### config.mk
export PLATFORM = sky130hd
export DESIGN_NAME = spec_ras
export DESIGN_NICKNAME = d
export VERILOG_FILES = /design/src/rtl/stage1_pkg.sv /design/src/rtl/ras_ckpt_file.sv /design/src/rtl/spec_ras.sv
export SDC_FILE = /design/constraint.sdc
export NUM_CORES = 1
export LEC_CHECK = 0
export BUFFER_PORTS_ARGS = -buffer_cell sky130_fd_sc_hd__buf_2
export CAP_MARGIN = 40
export CORE_UTILIZATION = 30
export CTS_CLUSTER_DIAMETER = 120
export CTS_CLUSTER_SIZE = 30
export DETAILED_ROUTE_END_ITERATION = 10
export GPL_TIMING_DRIVEN = 0
export PLACE_DENSITY = 0.51
export SYNTH_ARGS = -nofsm -noshare
export SYNTH_HDL_FRONTEND = slang
export SYNTH_SLANG_ARGS = --single-unit
### constraint.sdc
create_clock -name clk -period 8.2 [get_ports clk]
set_input_delay 1.23 -clock clk [delete_from_list [all_inputs] [get_ports clk]]
set_output_delay 1.23 -clock clk [all_outputs]
set_load 0.01 [all_outputs]
### src/rtl/stage1_pkg.sv
// stage1_pkg: shared return-stack defaults and the checkpoint record type
package stage1_pkg;
  localparam int RAS_DEPTH = 16;
  localparam int RAS_NCKPT = 4;
  localparam int VADDR_W = 48;
  typedef struct packed {
    logic [$clog2(RAS_DEPTH)-1:0] tos;
    logic [$clog2(RAS_DEPTH):0] count;
    logic [VADDR_W-1:0] top;
  } ckpt_t;
endpackage

### src/rtl/ras_ckpt_file.sv
// ras_ckpt_file: checkpoint slot storage with lowest-free-slot allocation
module ras_ckpt_file
  import stage1_pkg::*;
#(
  parameter int NCKPT = RAS_NCKPT,
  parameter type rec_t = ckpt_t
) (
  input  logic                     clk,
  input  logic                     reset,
  input  logic                     flush,
  input  logic                     save,
  input  rec_t                     save_rec,
  input  logic                     restore,
  input  logic [$clog2(NCKPT)-1:0] restore_id,
  input  logic                     release_en,
  input  logic [$clog2(NCKPT)-1:0] release_id,
  output logic [$clog2(NCKPT)-1:0] ckpt_id,
  output logic                     ckpt_full,
  output rec_t                     rec,
  output logic                     rec_valid
);
  localparam int IW = $clog2(NCKPT);
  rec_t slots [NCKPT];
  logic [NCKPT-1:0] valid, valid_n;
  logic alloc;
  assign ckpt_full = &valid;
  assign alloc = save && !ckpt_full;
  assign rec = slots[restore_id];
  assign rec_valid = valid[restore_id];
  // lowest-index free slot; set after clears so a same-slot release+save keeps it allocated
  always_comb begin
    ckpt_id = '0;
    for (int i = NCKPT - 1; i >= 0; i--) if (!valid[i]) ckpt_id = IW'(i);
    valid_n = valid;
    if (release_en) valid_n[release_id] = 1'b0;
    if (restore) valid_n[restore_id] = 1'b0;
    if (alloc) valid_n[ckpt_id] = 1'b1;
  end
  // slot allocation state
  always_ff @(posedge clk or posedge reset) begin
    if (reset) valid <= '0;
    else if (flush) valid <= '0;
    else valid <= valid_n;
  end
  // slot contents are not reset; writes are abandoned while reset is asserted
  always_ff @(posedge clk) begin
    if (alloc && !reset) slots[ckpt_id] <= save_rec;
  end
endmodule

### src/rtl/spec_ras.sv
// spec_ras: circular return-address stack with speculation checkpoints
module spec_ras
  import stage1_pkg::*;
#(
  parameter int DEPTH = RAS_DEPTH,
  parameter int AW = VADDR_W,
  parameter int NCKPT = RAS_NCKPT
) (
  input  logic                       clk,
  input  logic                       reset,
  input  logic                       push,
  input  logic [AW-1:0]              push_addr,
  input  logic                       pop,
  input  logic                       flush,
  input  logic                       ckpt_save,
  output logic [$clog2(NCKPT)-1:0]   ckpt_id,
  output logic                       ckpt_full,
  input  logic                       restore,
  input  logic [$clog2(NCKPT)-1:0]   restore_id,
  input  logic                       release_en,
  input  logic [$clog2(NCKPT)-1:0]   release_id,
  output logic [AW-1:0]              top_addr,
  output logic                       top_valid,
  output logic [$clog2(DEPTH):0]     count,
  output logic                       underflow
);
  localparam int TW = $clog2(DEPTH);
  localparam int CW = TW + 1;
  localparam logic [TW-1:0] T1 = TW'(1);
  localparam logic [CW-1:0] C1 = CW'(1);
  typedef struct packed {
    logic [TW-1:0] tos;
    logic [CW-1:0] count;
    logic [AW-1:0] top;
  } rec_t;
  logic [AW-1:0] mem [DEPTH];
  logic [TW-1:0] tos, tos_n, waddr;
  logic [CW-1:0] count_n;
  logic [AW-1:0] wdata, save_top;
  logic we, restoring, rec_valid, underflow_n, empty, full_s;
  rec_t rec, save_rec;
  assign empty = count == '0;
  assign full_s = count == CW'(DEPTH);
  assign top_addr = mem[tos - T1];
  assign top_valid = !empty;
  assign restoring = restore && rec_valid && !flush;
  assign save_rec = {tos_n, count_n, save_top};
  // next stack state with priority flush > restore > push/pop
  always_comb begin
    tos_n = tos;
    count_n = count;
    we = 1'b0;
    waddr = tos;
    wdata = push_addr;
    underflow_n = 1'b0;
    if (flush) begin
      tos_n = '0;
      count_n = '0;
    end else if (restoring) begin
      tos_n = rec.tos;
      count_n = rec.count;
      we = rec.count != '0;
      waddr = rec.tos - T1;
      wdata = rec.top;
    end else if (push && pop && !empty) begin
      we = 1'b1;
      waddr = tos - T1;
    end else if (push) begin
      we = 1'b1;
      tos_n = tos + T1;
      count_n = full_s ? count : count + C1;
    end else if (pop) begin
      underflow_n = empty;
      tos_n = empty ? tos : tos - T1;
      count_n = empty ? count : count - C1;
    end
    save_top = restoring ? rec.top : push ? push_addr : mem[tos_n - T1];
  end
  // stack pointer, occupancy and underflow pulse
  always_ff @(posedge clk or posedge reset) begin
    if (reset) begin
      tos <= '0;
      count <= '0;
      underflow <= 1'b0;
    end else begin
      tos <= tos_n;
      count <= count_n;
      underflow <= underflow_n;
    end
  end
  // entry storage is not reset; a write coinciding with reset is dropped
  always_ff @(posedge clk) begin
    if (we && !reset) mem[waddr] <= wdata;
  end
  ras_ckpt_file #(.NCKPT(NCKPT), .rec_t(rec_t)) u_ckpt (
    .clk(clk),
    .reset(reset),
    .flush(flush),
    .save(ckpt_save && !flush),
    .save_rec(save_rec),
    .restore(restoring),
    .restore_id(restore_id),
    .release_en(release_en),
    .release_id(release_id),
    .ckpt_id(ckpt_id),
    .ckpt_full(ckpt_full),
    .rec(rec),
    .rec_valid(rec_valid)
  );
endmodule

==> results.yml <==
clock_tree:
  htree_num_levels: 2
  cts_buffer_depth: 3
  ctsResizeCount: 0
  cts_made_buffers: 40
  cts_tree: "done"
  hold_buffers: 0
  root_buffer: "clkbuf_16"
  insertion_delay_ns: 0.68
  cts.sinks: 1010
  clkTransAtPathRegs_ns: 0.13
  postCtsSetupBuffers: 0
route:
  drt-vias-per-instance: 5.61
  dr.pass1.iters: 9
  finalWirelength_um: 147000
  wl_per_cell_um: 32.0
  vias: 25700
  dr.first_iter.drc_count: 3524
  drc: 0
  antenna_left: 0
placed_design:
  place_ws_ns: 1.50
  place.gp.congestion: 0.808
  portBuffers: 115
  place_hpwl_um: 107000
yosys:
  yosysSeqAreaShare: 0.664
  syn_inst: 2208
  yosys_warnings: 0
  synth_cell_types: 63
  synth-seq-cells: 1010
  avgSynthCellArea_um2: 20.6
  synth.largest_area_cell: "edfxtp_1"
  syn-cell-area_mm2: 0.0456
  synthTopCellsByArea: "edfxtp_1 (66%), mux4_2 (24%), a222oi_1 (1.0%)"
  async_flop_share: 0.0139
  yosysTopAreaCellShare: 0.656
  synth_edf_count: 996
  synth.net_count: 2275
  synth-main-ff-cell: "edfxtp_1"
layout:
  fillers: 14000
  seq_area_mm2: 0.0303
  area_delta_synth_final_pct: 15.3
  drive_above_1_share: 0.358
  final_nets: 2619
  multiInputGateArea_mm2: 0.0145
grt:
  globalRouteTotalUtil: 0.190
  antenna_found_initial: 4
  grt_pass1_vias: 26500
  grt-ovfl-total: 0
  grt_max_degree: 32
  grt_pass1_wl_um: 204000
timing:
  slew_viol_final: 0
  fin_ws_ns: 1.09
  max_slew_margin: 0.369
  fin_skew_ns: 0.0325
  period_minus_slack_ns: 7.11
  setup_viol: 0
  rsz0062_at_grt: "false"
  hold_viol: 0
  whs_ns: 0.660
  worst_pin_slew_ns: 0.946
  timing.fmax_mhz: 141
  finalCritPeriodShare: 0.867
critical_path:
  cpPeakStageDelay_ns: 0.72
  rr_startpoint: "tos[0]$_DFF_PP0_"
  critPathLaunch: "tos[0]$_DFF_PP0_"
  cpMostUsedCell: "buf_1"
  path_buf_inv: 11
  cp_max_fo: 9
  start_kind: "flop"
  slowest_stage: "xnor2_1"
  critPathTopFamily: "buffers and inverters"
  end_kind: "output port"
  critPathKind: "reg -> out"
  path_cells: "clkbuf_1, buf_6, buf_1, buf_6, buf_1, inv_1, ha_1, xnor2_1, buf_1, buf_8, buf_1, buf_8, mux4_2, buf_2"
  critPathRequiredTime_ns: 6.97
  crit_arrival_ns: 5.88
pwr:
  cellLeakagePower_nw: 16.4
  ir_drop_mv: 0.160
  power_density_mw_per_mm2: 277
hold_path:
  min_path_type: "reg -> reg"
  min-delay-start: "u_ckpt.valid[3]$_DFF_PP0_"
run:
  maxCapViolations: 0
floorplan:
  die_area_mm2: 0.154
  core-area_mm2: 0.150
  start_util: 0.303
  die_width_um: 392
  rows: 142
  die_h_um: 392
  pin_count: 118
run_status:
  status: "finished clean"
-- cells by family after synthesis --
kind of cell | count (synthesis) | share of synthesized area
flip-flops | 1010 | 0.664
AND/OR/NAND/NOR | 205 | 0.0253
XOR/XNOR | 10 | 0.00192
buffers and inverters | 232 | 0.0215
AO/OA/AOI/OAI | 249 | 0.0427
adder cells (fa/ha/maj) | 7 | 0.00192
multiplexers | 495 | 0.243
-- cell usage after synthesis, types with 3 or more instances --
library cell,number
clkbuf_1,104
o22ai_1,3
buf_6,9
o22a_1,3
o221ai_1,3
inv_1,65
and2_1,47
mux2i_1,5
ha_1,7
edfxtp_1,996
a211oi_1,3
buf_2,22
a221oi_1,48
a222oi_1,47
buf_1,27
nor3_1,15
o21ai_0,5
nand3_1,7
xnor2_1,9
buf_4,4
or2_1,40
a21oi_1,64
nand2b_1,9
dfrtp_1,14
or2_2,8
nor2_1,31
or3_1,3
nor4_1,4
a21o_1,48
mux4_2,489
a31o_2,4
nand2_1,25
-- stage by stage --
| step | std cells | utilization | power (mW) | area [um^2] | TNS [ns] |
|---|---|---|---|---|---|
| floorplan | 2208 | - | 9.45 | 45600 | 0 |
| global placement | 4339 | 0.324 | 11.7 | 48700 | -3646.99 |
| detailed placement | 4525 | 0.342 | 12.2 | 51400 | 0 |
| CTS | 4578 | 0.349 | 14.7 | 52500 | 0 |
| global route | 4579 | 0.350 | 15.0 | 52500 | 0 |
| finish | 4582 | 0.350 | 14.6 | 52600 | 0 |
-- state kept, by name (all words and copies together) (netlist names) --
signal and cells:
u_ckpt.slots 228, underflow 1, count 5, tos 4
u_ckpt.valid 4, mem 768
-- report_power, final --
group / total [mW] / switching (mW) / leakage, nW / internal (mW)
clock network: 2.55 / 1.61 / 0.543 / 0.937
logic: 6.06 / 3.43 / 6.66 / 2.63
registers: 5.96 / 0.0470 / 9.16 / 5.91
total: 14.6 / 5.08 / 16.4 / 9.48
-- cells in the final DEF, fill, tap and decap left out, types with 3 or more instances in the layout --
| master | synthesis | layout |
|---|---|---|
| o22a_1 | 3 | 3 |
| buf_2 | 22 | 138 |
| dfrtp_1 | 14 | 14 |
| o22ai_1 | 3 | 3 |
| buf_4 | 4 | 46 |
| o21ai_0 | 5 | 5 |
| ha_1 | 7 | 7 |
| mux2i_1 | 5 | 5 |
| clkbuf_1 | 104 | 109 |
| o221ai_1 | 3 | 3 |
| nor2_1 | 31 | 15 |
| mux4_2 | 489 | 489 |
| and2_1 | 47 | 47 |
| a211oi_1 | 3 | 3 |
| a31o_2 | 4 | 4 |
| diode_2 | 0 | 3 |
| clkbuf_16 | 0 | 41 |
| or2_1 | 40 | 40 |
| nand3_1 | 7 | 7 |
| a222oi_1 | 47 | 47 |
| buf_16 | 0 | 13 |
| nor2_4 | 0 | 16 |
| inv_1 | 65 | 65 |
| a21oi_1 | 64 | 64 |
| nand2b_1 | 9 | 9 |
| inv_6 | 0 | 3 |
| buf_8 | 0 | 44 |
| or2_2 | 8 | 8 |
| or3_1 | 3 | 3 |
| edfxtp_1 | 996 | 996 |
| buf_12 | 0 | 31 |
| a21o_1 | 48 | 48 |
| a221oi_1 | 48 | 48 |
| buf_1 | 27 | 26 |
| buf_6 | 9 | 66 |
| nand2_1 | 25 | 25 |
| nor3_1 | 15 | 14 |
| xnor2_1 | 9 | 9 |
-- path summary, 6_finish.rpt --
check	cells past startpoint	slack (ns)	end
setup reg to reg	19	1.51	u_ckpt.slots[3][18]$_DFFE_PP_
max in group asynchronous	2	7.05	u_ckpt.valid[3]$_DFF_PP0_
hold / removal	1	0.66	u_ckpt.valid[3]$_DFF_PP0_
hold reg to reg	1	0.66	u_ckpt.valid[3]$_DFF_PP0_
min in group asynchronous	2	0.71	tos[2]$_DFF_PP0_
setup / recovery	14	1.09	top_addr[35]
-- area by class of cell --
class,instances,share of cell area
timing repair buffer,302,0.0604
sequential,1010,0.576
multi-input combinational,966,0.276
clock buffer,47,0.0200
antenna,3,0.000143
inverter,66,0.00471
buffer,166,0.0140
tap,2016,0.0480
clock inverter,6,0.00119
-- routing by layer --
layer,vias up,GRT usage,wire length (um)
li1,10200,-,-
met1,14100,0.264,60600
met2,1244,0.315,71600
met3,177,0.0226,10800
met4,2,0.0517,3680
met5,-,0,11
(Power assumes the default switching activity.)
